File: src/rtl/video_timing_pkg.sv
// Shared constants, standard mode parameter sets and the timing-set legality check
// for the video timing generator.
package video_timing_pkg;

    localparam int unsigned CW_DEFAULT = 12;

    typedef struct packed {
        int unsigned h_active;
        int unsigned h_fp;
        int unsigned h_sync;
        int unsigned h_bp;
        int unsigned v_active;
        int unsigned v_fp;
        int unsigned v_sync;
        int unsigned v_bp;
    } mode_t;

    localparam mode_t MODE_720P60    = '{1280, 110, 40, 220, 720, 5, 5, 20};
    localparam mode_t MODE_1080P60   = '{1920, 88, 44, 148, 1080, 4, 5, 36};
    localparam mode_t MODE_640X480P60 = '{640, 16, 96, 48, 480, 10, 2, 33};

    // A set is usable when no field is zero and neither total exceeds the counter range.
    function automatic logic timing_legal(
        input int unsigned cw,
        input logic [31:0] h_active, h_fp, h_sync, h_bp,
        input logic [31:0] v_active, v_fp, v_sync, v_bp
    );
        logic [33:0] h_total;
        logic [33:0] v_total;
        logic [33:0] limit;
        h_total = 34'(h_active) + 34'(h_fp) + 34'(h_sync) + 34'(h_bp);
        v_total = 34'(v_active) + 34'(v_fp) + 34'(v_sync) + 34'(v_bp);
        limit   = 34'd1 << cw;
        return (h_active != 0) && (h_fp != 0) && (h_sync != 0) && (h_bp != 0) &&
               (v_active != 0) && (v_fp != 0) && (v_sync != 0) && (v_bp != 0) &&
               (h_total <= limit) && (v_total <= limit);
    endfunction

endpackage

File: src/rtl/vt_axis_counter.sv
// One timing axis: position counter with registered sync/active flags aligned to the count.
module vt_axis_counter
    import video_timing_pkg::*;
#(
    parameter int unsigned CW = CW_DEFAULT
) (
    input  logic          pixel_clock,
    input  logic          reset,
    input  logic          count_en,
    input  logic          wrap_in,
    input  logic [CW-1:0] len_active,
    input  logic [CW-1:0] len_fp,
    input  logic [CW-1:0] len_sync,
    input  logic [CW-1:0] len_bp,
    output logic [CW-1:0] count,
    output logic          sync_flag,
    output logic          active_flag,
    output logic          wrap_out
);

    logic [CW+1:0] sync_start;
    logic [CW+1:0] sync_end;
    logic [CW+1:0] total;
    logic [CW+1:0] count_inc;
    logic          advance;

    always_comb begin
        sync_start = {2'b00, len_active} + {2'b00, len_fp};
        sync_end   = sync_start + {2'b00, len_sync};
        total      = sync_end + {2'b00, len_bp};
        count_inc  = {2'b00, count} + (CW+2)'(1);
    end

    assign advance  = count_en && wrap_in;
    assign wrap_out = advance && (count_inc == total);

    // Flags are decoded from the next count so they line up with it; position 0 of a
    // legal set is always active and never in sync, whatever set takes over at the wrap.
    always_ff @(posedge pixel_clock) begin
        if (reset) begin
            count       <= '0;
            sync_flag   <= 1'b0;
            active_flag <= 1'b1;
        end else if (advance) begin
            if (count_inc == total) begin
                count       <= '0;
                sync_flag   <= 1'b0;
                active_flag <= 1'b1;
            end else begin
                count       <= count_inc[CW-1:0];
                sync_flag   <= (count_inc >= sync_start) && (count_inc < sync_end);
                active_flag <= count_inc < {2'b00, len_active};
            end
        end
    end

endmodule

File: src/rtl/video_timing_gen.sv
// Parametrised progressive video timing generator with pixel enable, programmable sync
// polarity and a shadowed timing set that takes effect only at frame boundaries.
module video_timing_gen
    import video_timing_pkg::*;
#(
    parameter int unsigned CW       = CW_DEFAULT,
    parameter int unsigned H_ACTIVE = 1280,
    parameter int unsigned H_FP     = 110,
    parameter int unsigned H_SYNC   = 40,
    parameter int unsigned H_BP     = 220,
    parameter int unsigned V_ACTIVE = 720,
    parameter int unsigned V_FP     = 5,
    parameter int unsigned V_SYNC   = 5,
    parameter int unsigned V_BP     = 20,
    parameter bit          HS_POL   = 1'b1,
    parameter bit          VS_POL   = 1'b1
) (
    input  logic          pixel_clock,
    input  logic          reset,
    input  logic          ce,
    input  logic [CW-1:0] cfg_h_active,
    input  logic [CW-1:0] cfg_h_fp,
    input  logic [CW-1:0] cfg_h_sync,
    input  logic [CW-1:0] cfg_h_bp,
    input  logic [CW-1:0] cfg_v_active,
    input  logic [CW-1:0] cfg_v_fp,
    input  logic [CW-1:0] cfg_v_sync,
    input  logic [CW-1:0] cfg_v_bp,
    input  logic          cfg_load,
    output logic          cfg_pending,
    output logic          cfg_err,
    output logic          hsync,
    output logic          vsync,
    output logic          active,
    output logic [CW-1:0] pixel_count,
    output logic [CW-1:0] line_count,
    output logic          line_start,
    output logic          frame_start
);

    localparam int unsigned FW = 8 * CW;
    localparam logic [FW-1:0] DEFAULT_SET = {
        CW'(H_ACTIVE), CW'(H_FP), CW'(H_SYNC), CW'(H_BP),
        CW'(V_ACTIVE), CW'(V_FP), CW'(V_SYNC), CW'(V_BP)
    };

    logic [FW-1:0] live_set;
    logic [FW-1:0] shadow_set;
    logic [FW-1:0] cfg_set;
    logic          cfg_legal;
    logic          h_wrap;
    logic          v_wrap;
    logic          h_sync_flag;
    logic          v_sync_flag;
    logic          h_active_flag;
    logic          v_active_flag;

    assign cfg_set = {cfg_h_active, cfg_h_fp, cfg_h_sync, cfg_h_bp,
                      cfg_v_active, cfg_v_fp, cfg_v_sync, cfg_v_bp};

    assign cfg_legal = timing_legal(CW,
        32'(cfg_h_active), 32'(cfg_h_fp), 32'(cfg_h_sync), 32'(cfg_h_bp),
        32'(cfg_v_active), 32'(cfg_v_fp), 32'(cfg_v_sync), 32'(cfg_v_bp));

    vt_axis_counter #(.CW(CW)) u_h_axis (
        .pixel_clock (pixel_clock),
        .reset       (reset),
        .count_en    (ce),
        .wrap_in     (1'b1),
        .len_active  (live_set[8*CW-1 -: CW]),
        .len_fp      (live_set[7*CW-1 -: CW]),
        .len_sync    (live_set[6*CW-1 -: CW]),
        .len_bp      (live_set[5*CW-1 -: CW]),
        .count       (pixel_count),
        .sync_flag   (h_sync_flag),
        .active_flag (h_active_flag),
        .wrap_out    (h_wrap)
    );

    vt_axis_counter #(.CW(CW)) u_v_axis (
        .pixel_clock (pixel_clock),
        .reset       (reset),
        .count_en    (ce),
        .wrap_in     (h_wrap),
        .len_active  (live_set[4*CW-1 -: CW]),
        .len_fp      (live_set[3*CW-1 -: CW]),
        .len_sync    (live_set[2*CW-1 -: CW]),
        .len_bp      (live_set[CW-1 -: CW]),
        .count       (line_count),
        .sync_flag   (v_sync_flag),
        .active_flag (v_active_flag),
        .wrap_out    (v_wrap)
    );

    // v_wrap already implies ce and the horizontal wrap, i.e. the frame boundary.
    always_ff @(posedge pixel_clock) begin
        if (reset) begin
            live_set    <= DEFAULT_SET;
            shadow_set  <= '0;
            cfg_pending <= 1'b0;
            cfg_err     <= 1'b0;
            line_start  <= 1'b1;
            frame_start <= 1'b1;
        end else begin
            line_start  <= h_wrap;
            frame_start <= v_wrap;
            cfg_err     <= cfg_load && !cfg_legal;
            if (v_wrap) begin
                if (cfg_pending) begin
                    live_set <= shadow_set;
                end
                cfg_pending <= 1'b0;
            end
            // A load on the boundary cycle is kept for the next frame, so it wins over the clear.
            if (cfg_load && cfg_legal) begin
                shadow_set  <= cfg_set;
                cfg_pending <= 1'b1;
            end
        end
    end

    assign hsync  = HS_POL ? h_sync_flag : !h_sync_flag;
    assign vsync  = VS_POL ? v_sync_flag : !v_sync_flag;
    assign active = h_active_flag && v_active_flag;

endmodule

File: config.mk
export PLATFORM = sky130hd
export DESIGN_NAME = video_timing_gen
export DESIGN_NICKNAME = d
export VERILOG_FILES = /design/src/rtl/video_timing_pkg.sv /design/src/rtl/vt_axis_counter.sv /design/src/rtl/video_timing_gen.sv
export SDC_FILE = /design/constraint.sdc
export NUM_CORES = 1
export LEC_CHECK = 0
export ABC_AREA = 1
export CORE_MARGIN = 3
export CORE_UTILIZATION = 50
export CTS_CLUSTER_DIAMETER = 40
export DETAILED_ROUTE_END_ITERATION = 8
export PLACE_DENSITY = 0.73
export RECOVER_POWER = 50
export SLEW_MARGIN = 0
export SYNTH_ARGS = -nofsm -noshare
export SYNTH_HDL_FRONTEND = slang
export SYNTH_SLANG_ARGS = --single-unit
export TNS_END_PERCENT = 5
File: constraint.sdc
create_clock -name pixel_clock -period 4.38 [get_ports pixel_clock]
set_input_delay 0.438 -clock pixel_clock [delete_from_list [all_inputs] [get_ports pixel_clock]]
set_output_delay 0.438 -clock pixel_clock [all_outputs]
set_load 0.005 [all_outputs]
==> run summary, run 1 <==
number of flops mapped to enable cells by yosys: 0
max incr delay on CP: 390 ps
failing checks: negative setup slack
CTS tree: yes
R2R setup slack: -510 ps
worst hold slack: 170.1 ps
final period utilization: 1.116
GRT overflow: 0
Max Cap Viol: 0
ys flop type: dfxtp_1
Worst R2R Path Depth: 32
Slew Viols, Final: 0
ant diodes: 0
final setup violation count: 127
CP Data Required Time: 4780 ps
post-DP HPWL: 39170 um
Mean Syn Cell Area: 6.691 um2
Final Skew: 17.71 ps
Num Clock Sinks: 224
final setup margin: -508.8 ps
Die Width: 192.5 um
switch share: 0.3184
Total Neg Setup Slack: -46680 ps
GP Congestion: 1.056
Ports: 131
vias: 17849
# DRC: 0
post-synthesis xor/xnor area fraction: 0.03671
Buffers on Ports: 130
latest clock arrival within the worst-skew pair: 570 ps
Starting Density: 0.5133
mux share of post-synthesis cell area: 0
Clock Tree Root: clkbuf_16
Area growth, synth to finish: 31.55%
FF+latch count, synth: 224
die area: 37040 um2
CTS max path bufs: 3
# rows: 67
antenna violations before repair: 0
VDD IR-drop max: 0.2837 mV
first-pass GRT wire length: 82620 um
CP Class: flip-flop to flip-flop
post-synth cell types: 48
routed len/inst: 15.26 um
share of post-route cells with drive strength above 1: 0.1697
Static Leak: 11.26 nW
Worst-Margin Slew: 992.0 ps
Seq/Total Area, Yosys: 0.2580
net count after synthesis: 2925
worst hold start: reset
mapped cell area: 17380 um2
Final Hold Fails: 0
Detail Route Antenna Nets: 0
status: finished with violations
max_slew headroom: 0.3387
combinational share of power: 0.236
Total Wirelength: 52170 um
Synth Area in Simple Gates: 0.3331
Core Region: 33870 um2
Worst Hold Class: input pin to flip-flop
fmax: 204.5 MHz
ys async rst share: 0
Synth Warn #: 0
R2R Path End: live_set[74]
H-tree Lvls: 1
min cycle time layout: 4889 ps
Hold Crit Depth: 2
Clock transition at path regs: 60 ps
post-synthesis adder-cell area fraction: 0.1867
clock power share: 0.398
nature of the critical path startpoint: flip-flop
DRT Pass-1 Iters: 8
Sequential Power Share: 0.367
total CTS buffers: 30
Synth Area in Compound Gates: 0.08565
RSZ-0062 raised after global routing: yes
Die Y: 192.5 um
PwrDens: 273.4 nW/um2
# hold bufs at CTS: 0
sink of the worst hold path: u_h_axis.count[4]
pin count of the biggest net entering global routing: 99
Max FO, Critical Path: 12
Worst Path Arrival: 5290 ps
Reg-to-Reg Start: live_set[74]
Mapped Cells: 2598
Crit-path slowest cell: dfxtp_1
cell-internal power: 4.262 mW
vias in the first global route: 16812
fin nets: 3275
all-layer global routing usage: 0.2708
routed vias/inst: 5.222
Net Sw Power: 1.991 mW
DRT iter0 DRCs: 1284
largest family of logic cells by synthesized area: simple AND/OR/NAND/NOR gates
CP endpoint kind: flip-flop
synth_stat cells, types with 4 or more instances:
library cell | instances | area (um2)
nor2_2 | 8 | 50.05
o221ai_1 | 5 | 43.79
o21ai_0 | 27 | 135.1
a21o_1 | 5 | 37.54
o21bai_1 | 17 | 127.6
nand3_2 | 9 | 90.09
nand3b_1 | 8 | 60.06
ha_1 | 173 | 2165
clkbuf_1 | 47 | 176.4
a31oi_1 | 6 | 37.54
nor2_4 | 6 | 67.56
xor2_1 | 52 | 455.4
nand3_1 | 255 | 1276
buf_2 | 29 | 145.1
nand2_1 | 711 | 2669
nand4_1 | 27 | 168.9
xnor2_1 | 19 | 166.4
dfxtp_1 | 224 | 4484
nor3_1 | 15 | 75.07
a21oi_1 | 193 | 965.9
nor4_1 | 25 | 156.4
or2_2 | 7 | 43.79
fa_1 | 54 | 1081
inv_1 | 352 | 1321
o211ai_1 | 5 | 37.54
nor2_1 | 286 | 1074
inv_2 | 4 | 15.01
metrics by stage:
stage / worst slack, ps / util / instance area, um2 / power (mW) / cells
6_report: -508.8 / 0.6753 / 22870 / 6.252 / 3418
5_1_grt: -917.5 / 0.6753 / 22870 / 6.579 / 3418
4_1_cts: -423.1 / 0.6587 / 22310 / 6.259 / 3398
3_5_place_dp: -559.6 / 0.6171 / 20900 / 3.783 / 3331
3_3_place_gp: -512.9 / 0.6171 / 20900 / 3.746 / 3331
2_1_floorplan: -29.71 / - / 17530 / 3.281 / 2598
cell type report:
| class | count | area, um2 |
|---|---|---|
| inverters | 358 | 1345 |
| multi-input cells | 1933 | 11820 |
| flip-flops and latches | 224 | 4503 |
| fillers | 2842 | 11000 |
| well taps | 448 | 560.5 |
| clock inverters | 19 | 250.2 |
| clock buffers | 35 | 769.5 |
| repair buffers | 401 | 3626 |
logic make-up after synthesis:
kind of cell,Yosys count
AO/OA/AOI/OAI,271
XOR/XNOR,72
adder cells (fa/ha/maj),227
buffers and inverters,441
flip-flops,224
AND/OR/NAND/NOR,1363
how the worst max path moves through the flow:
stage | from | cells past startpoint | slack (ps) | end
after floorplan | live_set[84] | 33 | -30 | live_set[58]
after global placement | live_set[24] | 33 | -510 | live_set[71]
after detailed placement | live_set[24] | 33 | -560 | live_set[71]
after CTS | live_set[84] | 36 | -420 | live_set[37]
after global routing | live_set[25] | 31 | -920 | live_set[84]
final | live_set[74] | 32 | -510 | live_set[74]
power groups by stage:
stage	registers [mW]	clock network (mW)	logic [mW]
floorplan	2.28	0	0.997
global placement	2.33	0	1.42
detailed placement	2.33	0	1.45
CTS	2.29	2.50	1.47
global route	2.30	2.59	1.69
finish	2.29	2.49	1.47
state kept, by name, summed over array words and instances, names as in the netlist, 12 cells and up:
signal and cells:
u_h_axis.count 12, shadow_set 96, live_set 96, u_v_axis.count 12
routing by layer:
| layer | up-vias | wire, um | track usage |
|---|---|---|---|
| li1 | 9034 | - | - |
| met1 | 8200 | 24440 | 0.3924 |
| met2 | 547 | 23880 | 0.4445 |
| met3 | 68 | 2956 | 0.02180 |
| met4 | 0 | 894 | 0.05268 |
| met5 | - | 0 | 0 |
placed cells by master (no fill, tap or decap), types with 5 or more instances in the layout:
cell	n
xnor2_1	16
a21oi_1	172
xor2_2	5
nor2_1	272
nand3b_1	8
nand2_2	36
or2_2	7
nor3_1	14
o21ai_0	21
buf_12	12
dfxtp_2	9
nand3_2	24
ha_1	156
o221ai_1	5
nand2_1	675
inv_1	342
clkbuf_1	6
clkbuf_16	35
fa_1	52
a21o_1	5
clkdlybuf4s50_1	99
nand3_1	238
nor4_1	25
a21oi_2	21
inv_2	14
nor2_4	10
a31oi_1	5
nand4_1	27
buf_4	247
o21bai_1	15
ha_4	16
dfxtp_1	213
xor2_1	48
o21ai_1	7
dlygate4sd3_1	30
nor2_2	18
inv_8	5
o211ai_1	5
timing repair:
| action | in CTS | in global routing |
|---|---|---|
| resized for setup | 48 | 88 |
| setup endpoints to repair | 127 | 127 |
| setup buffers | 10 | 15 |
| pin swaps | 89 | 72 |
| gates cloned | 3 | 6 |
critical path: cells and delay by family (launching register included):
kind / cells / cell delay (ps)
AOI/OAI and AO/OA: 4 / 640
xor gates and xnor gates: 2 / 340
adders and majority gates: 3 / 880
buffers and inverters: 4 / 640
DFF: 1 / 390
and+or+nand+nor: 19 / 1840
Note: power is estimated with default switching activity, not from simulation.
==> inputs of run 2 (changes only) <==
Settings changed: CORE_ASPECT_RATIO set to 0.8, GPL_ROUTABILITY_DRIVEN set to 0.
==> run 2 against run 1 <==
Compared with the run above: the flow still finishes with violations (negative setup slack); sequential power hardly changed; sequential cell count is the same; wire length is 3.6% higher; combinational power about the same; via count up 1.7%; largest power group unchanged.
==> run summary, run 2 (same netlist as run 1, synthesis figures left out) <==
first-pass GRT wire length: 86190 um (+4.3%)
# rows: 60 (-10%)
DRT iter0 DRCs: 1457 (+13%)
Top Registers: live_set (96), shadow_set (96)
CP Data Required Time: 4860 ps (+80 ps)
final period utilization: 1.153 (+0.03690)
CTS max path bufs: 3 (unchanged)
multi-input logic area: 11780 um2 (-0.34%)
CTS tree: yes
Sequential Power Share: 0.364 (-0.003)
Worst R2R Path Depth: 35 (+9.4%)
Detail Route Antenna Nets: 0 (unchanged)
Total Wirelength: 54050 um (+3.6%)
post-layout util: 0.6683 (-0.006936)
cell-internal power: 4.294 mW (+0.75%)
total CTS buffers: 31 (+3.3%)
Crit-path slowest cell: dfxtp_2
die area: 37060 um2 (about the same)
most frequent cells in the layout: nand2_1, inv_1, nor2_1, nand3_1, buf_4
min cycle time layout: 5050 ps (+161.6 ps)
routed len/inst: 15.80 um (+3.5%)
GRT overflow: 0 (unchanged)
Levels on crit path: 35 (+9.4%)
Ports: 131 (unchanged)
crit-path leading delay family: simple AND/OR/NAND/NOR gates
Num Clock Sinks: 224 (unchanged)
Worst path most repeated cell: nand2_2
worst hold slack: 324.2 ps (+154.1 ps)
Worst Hold Class: input pin to flip-flop
pre-CTS setup slack: -756.2 ps (-196.6 ps)
fin nets: 3258 (-0.52%)
clock power share: 0.401 (+0.003)
failing checks: negative setup slack
nature of the critical path startpoint: flip-flop
Max FO, Critical Path: 6 (-6)
Total Neg Setup Slack: -65860 ps (-19180 ps)
Final Hold Fails: 0 (unchanged)
Starting Density: 0.5123 (-0.0009842)
# DRC: 0 (unchanged)
post-DP HPWL: 41820 um (+6.7%)
Clock transition at path regs: 60 ps (about the same)
DRT Pass-1 Iters: 6 (-2)
Static Leak: 11.12 nW (-1.3%)
CP endpoint kind: flip-flop
PwrDens: 278.4 nW/um2 (+1.8%)
pin count of the biggest net entering global routing: 98 (-1.0%)
Slew Viols, Final: 0 (unchanged)
Die Width: 214.5 um (+11%)
latest clock arrival within the worst-skew pair: 580 ps (about the same)
vias in the first global route: 17266 (+2.7%)
vias: 18153 (+1.7%)
CP Class: flip-flop to flip-flop
Filler Cell Count: 2946 (+3.7%)
Net Sw Power: 2.019 mW (+1.4%)
Hold Crit Depth: 2 (unchanged)
Worst Path Arrival: 5530 ps (+240 ps)
final setup violation count: 127 (unchanged)
Final Skew: 27.42 ps (+9.712 ps)
Core Region: 33930 um2 (+0.19%)
routed vias/inst: 5.308 (+1.6%)
RSZ-0062 raised after global routing: yes
combinational share of power: 0.235 (about the same)
all-layer global routing usage: 0.2790 (+0.008193)
switch share: 0.3198 (+0.001430)
Die Y: 172.8 um (-10%)
Buf+Inv Stages, Crit Path: 8 (+4)
Reg area: 4498 um2 (-0.11%)
max incr delay on CP: 360 ps (-30 ps)
commonest non-fill, non-tap cell in the layout: nand2_1
fmax: 198.0 MHz (-3.2%)
status: finished with violations
antenna violations before repair: 1 (+1)
Area growth, synth to finish: 30.45%
final setup margin: -670.4 ps (-161.6 ps)
H-tree Lvls: 1 (unchanged)
Buffers on Ports: 130 (unchanged)
VDD IR-drop max: 0.3452 mV (+22%)
Max Cap Viol: 0 (unchanged)
max_slew headroom: 0.2459 (-0.09282)
share of post-route cells with drive strength above 1: 0.1587 (-0.01098)
Worst-Margin Slew: 1131 ps (+139.2 ps)
Clock Tree Root: clkbuf_16
ant diodes: 0 (unchanged)
-- run 2: cell types whose count changed in the layout (fill, tap and decap cells not counted), moves of 4 or more --
cell | previous run | this run
buf_4 | 247 | 233
nand2_1 | 675 | 690
nand3_2 | 24 | 20
nand2_2 | 36 | 20
-- run 2: repair_timing --
action / CTS / global route
hold buffers: 0 / 0
buffers inserted: 18 / 4
pin swaps: 67 / 79
cloned: 2 / 3
setup endpoints to repair: 127 / 127
resized for setup: 35 / 86
-- run 2: cell type report --
type / count / share of cell area
Multi-Input combinational cell: 1933 / 0.5192
Sequential cell: 224 / 0.1983
Timing Repair Buffer: 383 / 0.1508
Inverter: 358 / 0.05931
Clock buffer: 35 / 0.03487
Tap cell: 465 / 0.02566
Clock inverter: 22 / 0.01175
-- run 2: power by group through the flow --
stage               Sequential, mW  Combinational, mW  Clock [mW]
finish                        2.30               1.48        2.53
detailed placement            2.33               1.46           0
floorplan                     2.28              0.997           0
CTS                           2.29               1.48        2.57
global route                  2.31               1.68        2.65
global placement              2.33               1.41           0
-- run 2: per-stage QoR --
stage | power (mW) | std cells | cell area [um2]
after global routing | 6.643 | 3420 | 22680
after global placement | 3.743 | 3336 | 20820
after CTS | 6.336 | 3413 | 22250
after floorplan | 3.281 | 2598 | 17530
final | 6.313 | 3420 | 22680
after detailed placement | 3.790 | 3336 | 20820
-- run 2: worst paths after layout --
check	from	endpoint	slack [ps]
max reg2reg	live_set[72]	live_set[7]	-670
min	reset	live_set[46]	320
max	live_set[72]	live_set[7]	-670
min reg2reg	u_h_axis.sync_flag	u_h_axis.sync_flag	460
-- run 2: worst reg2reg max path, delay by kind of cell (launching register included) --
kind	cells	cell delay, ps
xor gates and xnor gates	2	430
adders and majority gates	4	1060
DFF	1	360
and+or+nand+nor	17	1730
AOI/OAI and AO/OA	4	590
buffers and inverters	8	800
-- run 2: metal layers --
layer	up-vias	track usage	part of all wire
li1	8997	-	-
met1	8423	0.4149	0.47
met2	658	0.4348	0.43
met3	73	0.04111	0.084
met4	2	0.04904	0.016
met5	-	0	0.00024
==> inputs of run 3 (changes only) <==
Settings changed: SLEW_MARGIN 0 to not set.
==> results of run 3 <==
The final DEF is identical to that of run 2; final timing and power are the same.
